<file path="src/rtl/melody_pkg.sv">
// rtl/melody_pkg.sv - shared note codes, score entry layout and sequencer states
package melody_pkg;

  localparam logic [3:0] NOTE_C   = 4'd0;
  localparam logic [3:0] NOTE_CS  = 4'd1;
  localparam logic [3:0] NOTE_D   = 4'd2;
  localparam logic [3:0] NOTE_DS  = 4'd3;
  localparam logic [3:0] NOTE_E   = 4'd4;
  localparam logic [3:0] NOTE_F   = 4'd5;
  localparam logic [3:0] NOTE_FS  = 4'd6;
  localparam logic [3:0] NOTE_G   = 4'd7;
  localparam logic [3:0] NOTE_GS  = 4'd8;
  localparam logic [3:0] NOTE_A   = 4'd9;
  localparam logic [3:0] NOTE_AS  = 4'd10;
  localparam logic [3:0] NOTE_B   = 4'd11;
  localparam logic [3:0] SILENCE  = 4'd12;
  localparam logic [3:0] END_MARK = 4'd15;

  // score entry = {octave[10:8], note[7:4], dur[3:0]}
  localparam int OCT_MSB  = 10;
  localparam int NOTE_MSB = 7;
  localparam int DUR_MSB  = 3;
  localparam int OCT_W    = 3;
  localparam int NOTE_W   = 4;
  localparam int DUR_W    = 4;
  localparam int ENTRY_W  = OCT_W + NOTE_W + DUR_W;

  typedef enum logic [1:0] {
    ST_IDLE  = 2'd0,
    ST_FETCH = 2'd1,
    ST_PLAY  = 2'd2
  } state_t;

  // codes 13/14 are unused by the score format and sound as rests
  function automatic logic [3:0] sounding_note(input logic [3:0] n);
    return (n > NOTE_B) ? SILENCE : n;
  endfunction

endpackage

</file>
<file path="src/rtl/melody_sequencer_if.sv">
// rtl/melody_sequencer_if.sv - control, score ROM and note output bundle of the sequencer
interface melody_sequencer_if
  import melody_pkg::*;
#(
  parameter int ADDR_W = 6
) ();

  logic               start;
  logic               stop;
  logic               loop;
  logic [1:0]         tempo;
  logic [ADDR_W-1:0]  rom_addr;
  logic [ENTRY_W-1:0] rom_data;
  logic [OCT_W-1:0]   octave;
  logic [NOTE_W-1:0]  note;
  logic               note_strobe;
  logic               busy;
  logic               done;

  modport master (
    output start, stop, loop, tempo, rom_data,
    input  rom_addr, octave, note, note_strobe, busy, done
  );

  modport slave (
    input  start, stop, loop, tempo, rom_data,
    output rom_addr, octave, note, note_strobe, busy, done
  );

endinterface

</file>
<file path="src/rtl/tick_prescaler.sv">
// rtl/tick_prescaler.sv - duration tick generator, period TICK_DIV >> tempo clocks
module tick_prescaler #(
  parameter int TICK_DIV = 12500000
) (
  input  logic       clk,
  input  logic       reset,
  input  logic       clear,
  input  logic [1:0] tempo,
  output logic       tick
);

  localparam int CW = (TICK_DIV > 1) ? $clog2(TICK_DIV) : 1;
  localparam logic [CW-1:0] TERM0 = CW'(TICK_DIV - 1);

  logic [CW-1:0] r_cnt;
  logic [CW-1:0] r_term;
  logic [CW-1:0] w_term;
  logic [31:0]   w_div;

  assign w_div  = 32'(TICK_DIV) >> tempo;
  assign w_term = (w_div == 32'd0) ? '0 : CW'(w_div - 32'd1);
  assign tick   = (r_cnt == r_term);

  // terminal count is re-sampled only at clear or wrap, so tempo changes land on a tick boundary
  always_ff @(posedge clk or posedge reset) begin
    if (reset) begin
      r_cnt  <= '0;
      r_term <= TERM0;
    end else if (clear || tick) begin
      r_cnt  <= '0;
      r_term <= w_term;
    end else begin
      r_cnt  <= r_cnt + 1'b1;
    end
  end

endmodule

</file>
<file path="src/rtl/melody_sequencer.sv">
// rtl/melody_sequencer.sv - walks the score ROM and drives {octave, note} to the tone player
module melody_sequencer
  import melody_pkg::*;
#(
  parameter int ADDR_W    = 6,
  parameter int TICK_DIV  = 12500000,
  parameter int GAP_TICKS = 1
) (
  input logic               clk,
  input logic               reset,
  melody_sequencer_if.slave bus
);

  localparam logic [ADDR_W-1:0] LAST_ADDR = '1;
  localparam logic [4:0]        GAP       = 5'(GAP_TICKS);

  state_t            r_state, w_state_nxt;
  logic [ADDR_W-1:0] r_addr, w_addr_nxt;
  logic [OCT_W-1:0]  r_octave, w_octave_nxt;
  logic [NOTE_W-1:0] r_note, w_note_nxt;
  logic [NOTE_W-1:0] r_ent_note, w_ent_note_nxt;
  logic [4:0]        r_remain, w_remain_nxt;
  logic              r_gap_en, w_gap_en_nxt;
  logic              r_strobe, w_strobe_nxt;
  logic              r_done, w_done_nxt;
  logic              r_busy;
  logic              w_clear;
  logic              w_tick;
  logic              w_end;
  logic [NOTE_W-1:0] w_rom_note;
  logic [4:0]        w_rom_len;

  assign w_rom_note = bus.rom_data[NOTE_MSB -: NOTE_W];
  assign w_rom_len  = {1'b0, bus.rom_data[DUR_MSB -: DUR_W]} + 5'd1;

  tick_prescaler #(.TICK_DIV(TICK_DIV)) u_prescaler (
    .clk   (clk),
    .reset (reset),
    .clear (w_clear),
    .tempo (bus.tempo),
    .tick  (w_tick)
  );

  always_comb begin
    w_state_nxt    = r_state;
    w_addr_nxt     = r_addr;
    w_octave_nxt   = r_octave;
    w_note_nxt     = r_note;
    w_ent_note_nxt = r_ent_note;
    w_remain_nxt   = r_remain;
    w_gap_en_nxt   = r_gap_en;
    w_strobe_nxt   = 1'b0;
    w_done_nxt     = 1'b0;
    w_clear        = 1'b0;
    w_end          = 1'b0;

    case (r_state)
      ST_IDLE: ;
      ST_FETCH: begin
        if (w_rom_note == END_MARK) begin
          w_end = 1'b1;
        end else begin
          w_ent_note_nxt = sounding_note(w_rom_note);
          w_note_nxt     = sounding_note(w_rom_note);
          w_octave_nxt   = bus.rom_data[OCT_MSB -: OCT_W];
          w_remain_nxt   = w_rom_len;
          w_gap_en_nxt   = (w_rom_len > GAP);
          w_strobe_nxt   = 1'b1;
          w_state_nxt    = ST_PLAY;
        end
      end
      ST_PLAY: begin
        // output lags remain by one cycle; the last value is held through the next FETCH
        w_note_nxt = ((r_remain > GAP) || !r_gap_en) ? r_ent_note : SILENCE;
        if (w_tick) begin
          w_remain_nxt = r_remain - 5'd1;
          if (r_remain == 5'd1) begin
            if (r_addr == LAST_ADDR) begin
              w_end = 1'b1;
            end else begin
              w_addr_nxt  = r_addr + 1'b1;
              w_state_nxt = ST_FETCH;
            end
          end
        end
      end
      default: w_state_nxt = ST_IDLE;
    endcase

    // an end marker at address 0 never loops, otherwise an empty score would spin in FETCH
    if (w_end) begin
      if (bus.loop && (r_addr != '0)) begin
        w_addr_nxt  = '0;
        w_state_nxt = ST_FETCH;
      end else begin
        w_done_nxt   = 1'b1;
        w_state_nxt  = ST_IDLE;
        w_note_nxt   = SILENCE;
        w_octave_nxt = '0;
      end
    end

    if (bus.stop) begin
      w_state_nxt  = ST_IDLE;
      w_addr_nxt   = '0;
      w_note_nxt   = SILENCE;
      w_octave_nxt = '0;
      w_strobe_nxt = 1'b0;
      w_done_nxt   = 1'b0;
    end else if (bus.start) begin
      w_state_nxt  = ST_FETCH;
      w_addr_nxt   = '0;
      w_clear      = 1'b1;
      w_strobe_nxt = 1'b0;
      w_done_nxt   = 1'b0;
    end
  end

  always_ff @(posedge clk or posedge reset) begin
    if (reset) begin
      r_state    <= ST_IDLE;
      r_addr     <= '0;
      r_octave   <= '0;
      r_note     <= SILENCE;
      r_ent_note <= SILENCE;
      r_remain   <= '0;
      r_gap_en   <= 1'b0;
      r_strobe   <= 1'b0;
      r_done     <= 1'b0;
      r_busy     <= 1'b0;
    end else begin
      r_state    <= w_state_nxt;
      r_addr     <= w_addr_nxt;
      r_octave   <= w_octave_nxt;
      r_note     <= w_note_nxt;
      r_ent_note <= w_ent_note_nxt;
      r_remain   <= w_remain_nxt;
      r_gap_en   <= w_gap_en_nxt;
      r_strobe   <= w_strobe_nxt;
      r_done     <= w_done_nxt;
      r_busy     <= (w_state_nxt != ST_IDLE);
    end
  end

  assign bus.rom_addr    = r_addr;
  assign bus.octave      = r_octave;
  assign bus.note        = r_note;
  assign bus.note_strobe = r_strobe;
  assign bus.busy        = r_busy;
  assign bus.done        = r_done;

endmodule
</file>
<file path="src/flat_wrapper.sv">
// flat-port wrapper written by rule: the top's interface ports become plain ports
module melody_sequencer_flat import melody_pkg::*;
#(
  parameter int ADDR_W    = 6,
  parameter int TICK_DIV  = 12500000,
  parameter int GAP_TICKS = 1
)
  (clk, reset, bus_start, bus_stop, bus_loop, bus_tempo, bus_rom_data, bus_rom_addr, bus_octave, bus_note, bus_note_strobe, bus_busy, bus_done);
  melody_sequencer_if #(.ADDR_W(ADDR_W)) bus_i ();
  input logic clk;
  input logic reset;
  input wire logic [$bits(bus_i.start)-1:0] bus_start;
  input wire logic [$bits(bus_i.stop)-1:0] bus_stop;
  input wire logic [$bits(bus_i.loop)-1:0] bus_loop;
  input wire logic [$bits(bus_i.tempo)-1:0] bus_tempo;
  input wire logic [$bits(bus_i.rom_data)-1:0] bus_rom_data;
  output wire logic [$bits(bus_i.rom_addr)-1:0] bus_rom_addr;
  output wire logic [$bits(bus_i.octave)-1:0] bus_octave;
  output wire logic [$bits(bus_i.note)-1:0] bus_note;
  output wire logic [$bits(bus_i.note_strobe)-1:0] bus_note_strobe;
  output wire logic [$bits(bus_i.busy)-1:0] bus_busy;
  output wire logic [$bits(bus_i.done)-1:0] bus_done;
  assign bus_i.start = bus_start;
  assign bus_i.stop = bus_stop;
  assign bus_i.loop = bus_loop;
  assign bus_i.tempo = bus_tempo;
  assign bus_i.rom_data = bus_rom_data;
  assign bus_rom_addr = bus_i.rom_addr;
  assign bus_octave = bus_i.octave;
  assign bus_note = bus_i.note;
  assign bus_note_strobe = bus_i.note_strobe;
  assign bus_busy = bus_i.busy;
  assign bus_done = bus_i.done;
  melody_sequencer #(.ADDR_W(ADDR_W), .TICK_DIV(TICK_DIV), .GAP_TICKS(GAP_TICKS)) u_core (.clk(clk), .reset(reset), .bus(bus_i));
endmodule
</file>
<file path="config.mk">
export PLATFORM = sky130hd
export DESIGN_NAME = melody_sequencer_flat
export DESIGN_NICKNAME = d
export VERILOG_FILES = /design/src/rtl/melody_pkg.sv /design/src/rtl/melody_sequencer_if.sv /design/src/rtl/tick_prescaler.sv /design/src/rtl/melody_sequencer.sv /design/src/flat_wrapper.sv
export SDC_FILE = /design/constraint.sdc
export NUM_CORES = 1
export LEC_CHECK = 0
export CAP_MARGIN = 20
export CORE_MARGIN = 5
export CORE_UTILIZATION = 60
export DETAILED_ROUTE_END_ITERATION = 8
export DONT_BUFFER_PORTS = 1
export GPL_ROUTABILITY_DRIVEN = 0
export PLACE_DENSITY = 0.76
export SKIP_LAST_GASP = 1
export SLEW_MARGIN = 20
export SYNTH_ARGS = -nofsm -noshare
export SYNTH_HDL_FRONTEND = slang
export SYNTH_HIERARCHICAL = 1
export SYNTH_SLANG_ARGS = --single-unit
</file>
<file path="constraint.sdc">
create_clock -name clk -period 2.75 [get_ports clk]
set_input_delay 0.4125 -clock clk [delete_from_list [all_inputs] [get_ports clk]]
set_output_delay 0.4125 -clock clk [all_outputs]
set_load 0.005 [all_outputs]
</file>
==> results by group <==
Yosys
  – Synth Area in XOR/XNOR: 9.00%
  – Yosys warnings: 6
  – Post-Syn Area: 3600 um2
  – Largest family of logic cells by synthesized area: simple AND/OR/NAND/NOR gates
  – Fraction of registers with async set/reset: 100%
  – Post-Syn Instances: 367
  – Synth Area in Adders: 4.17%
  – Top FF cell, synth: dfrtp_1
  – Mux cell area share after synthesis: 4.38%
  – Sequential element share of the synthesized area: 46.3%
  – Syn Area/Cell: 9.81 um2
  – Synth Net Count: 397
  – Synthesized flop and latch total: 66
  – Synth Area in Compound Gates: 10.3%
  – Cell variety after synth: 54
  – Synth Area in Simple Gates: 22.0%
  – Post-synth EDFFs: 0

Run status
  – Outcome: complete, no violations

STA
  – Hold slack final: 13.5 ps
  – Slew @ Worst Pin: 703 ps
  – Final clock skew: 8.05 ps
  – Fin. max-slew vios: 0
  – Tmin final: 2530 ps
  – Unrepaired setup endpoints after global routing: no
  – Fin crit share: 92.2%
  – Fmax: 395 MHz
  – Final Hold Vio Count: 0
  – Setup-failing EPs final: 0
  – Post-Route Setup TNS: 0 ps
  – Max_slew headroom: 52.9%
  – Final WS setup: 215 ps

Global routing
  – GR Util All Layers: 21.8%
  – Largest net degree at the start of global routing: 39
  – Overflow left after global routing: 0
  – Global-route wire length before repair: 12.7 mm
  – Initial antenna violation count: 0
  – Number of global-route vias before repair: 2,636

Layout
  – Layout cells sized above 1: 13.5%
  – Fillers: 490
  – Most frequent cells in the layout: dfrtp_1, nor2_1, nand2_1
  – Nets@finish: 409
  – Fin area: 3910 um2
  – Final Core Density: 66.5%
  – Most common cell after layout, fill and taps aside: dfrtp_1
  – Antenna diode count: 0
  – Final non-filler cell total: 459
  – Layout area overhead: 8.72%

Setup path
  – Worst Reg2Reg Path Length in Cells: 9
  – Kind of critical path: reg2reg
  – Data arrival time of the critical path: 2810 ps
  – Crit-path max FO: 7
  – Stages on the worst setup path: 9
  – Crit path launch type: flop
  – CP endpoint kind: flop
  – Critical path's slowest cell: dfrtp_1
  – CP top delay family: compound AO/OA/AOI/OAI gates
  – CP cell instances: or3_1, a22oi_1, o211ai_1, nor3_2, nor4b_4, nand3_1, o21ai_0, a31o_2, a221o_2
  – CP Buf/Inv Count: 0
  – Worst Path Required: 3030 ps
  – CP startpoint: u_core/u_prescaler/r_cnt[11]
  – Crit-path max cell delay: 440 ps
  – Reg2Reg Launch Point: u_core/u_prescaler/r_cnt[11]

Pwr
  – Pwr Total: 2.23 mW
  – Worst vdd ir: 0.353 mV
  – PwrDens: 570 nW/um2
  – Leakage power: 1.74 nW

Clock network
  – Clock transition at the registers of the reported paths: 80 ps
  – Post-CTS Hold Buffers: 0
  – Clk_lat worst skew: 340 ps
  – Maximum clock path buffer count: 2
  – CTS tree: done
  – Clock root buffer: clkbuf_8
  – CTS H-tree lvls: 3
  – Clock Sinks: 66
  – CTS buffer count: 9

Place
  – Dpl hpwl: 5.53 mm
  – Dpl cells: 442
  – DP Worst Slack: 139 ps
  – Placed inst area: 3730 um2
  – Port bufs: 0

Drt
  – Residual DRC: 0
  – WL per Instance: 16.6 um
  – Antenna viol nets, final: 0
  – Vias post-DR: 2,706
  – Initial DRC Count: 162
  – Vias per cell: 5.90
  – Final WL: 7.62 mm
  – Iteration count of the initial detailed-routing pass: 4

Hold path
  – Hold Crit Class: in2async

Die
  – Initial core utilization: 61.2%
  – Horiz. Die Dim: 87.5 um
  – Core region area: 5890 um2
  – Die H: 87.5 um
  – Num ports: 34
  – Cell Rows: 28
  – Die Area: 7650 um2

Job
  – Max Cap Viol: 0
-- synth_stat cells (all sizes together), types with 4 or more instances --
master	count	area, um2
dfrtp	54	1350
buf	6	40.0
and4	7	63.8
nand2	31	116
inv	22	82.6
o21ai	14	73.8
nand4	10	62.6
o31ai	5	47.5
nor3	9	50.1
ha	12	150
xnor2	11	96.3
clkbuf	4	15.0
nand3	21	105
and3	16	103
dfstp	12	315
mux2i	9	90.1
mux2	6	67.6
a21oi	11	58.8
xor2	26	228
nor2	43	161
-- sequential cells by signal, indices dropped and copies added, names as in the netlist, 2 cells and up --
name                       cells
u_core/bus.note                4
u_core/r_state                 2
u_core/r_ent_note              4
u_core/u_prescaler/r_cnt      24
u_core/r_remain                5
u_core/bus.rom_addr            6
u_core/bus.octave              3
u_core/u_prescaler/r_term     14
-- power breakdown --
part	switching [mW]	internal (mW)	total, mW
logic	0.197	0.148	0.346
registers	0.0950	1.08	1.18
clock network	0.359	0.350	0.709
-- final timing paths --
check                                                     end  slack [ps]
worst max-delay path                       u_core/bus.note[3]         220
worst min-delay path                   u_core/bus.rom_addr[5]          10
worst max register to register             u_core/bus.note[3]         220
worst min register to register           u_core/r_ent_note[2]         460
max in group asynchronous         u_core/u_prescaler/r_cnt[1]        2150
min in group clk                u_core/u_prescaler/r_term[21]         140
-- kinds of logic (layout without fill, tap and decap cells) --
kind of cell,count (synthesis),in the layout
AOI/OAI and AO/OA,52,52
xor gates and xnor gates,37,37
adders and majority gates,12,12
buffers and inverters,32,49
DFF,66,66
muxes,15,15
and+or+nand+nor,153,153
-- final cells by class --
class,instances,area (um2),area share (%)
multi-input cells,269,1810,46.2
flip-flops and latches,66,1670,42.6
clock buffers,13,149,3.80
repair buffers,11,95.1,2.43
well taps,75,93.8,2.40
inverters,22,82.6,2.11
clock inverters,3,17.5,0.448
-- routing by layer --
metal / global-route usage (%) / up-vias / part of all wire, %
met5: 0 / - / 0
met4: 9.48 / 0 / 1.5
met3: 6.62 / 10 / 5.5
met2: 32.6 / 62 / 46
met1: 29.2 / 1320 / 47
li1: - / 1314 / -
-- repair_timing --
action                                  in CTS  in global routing
setup buffers                                0                  1
resized for setup                            0                  2
endpoints found under the setup margin       0                 16
Power figures use the tool's default switching activity.
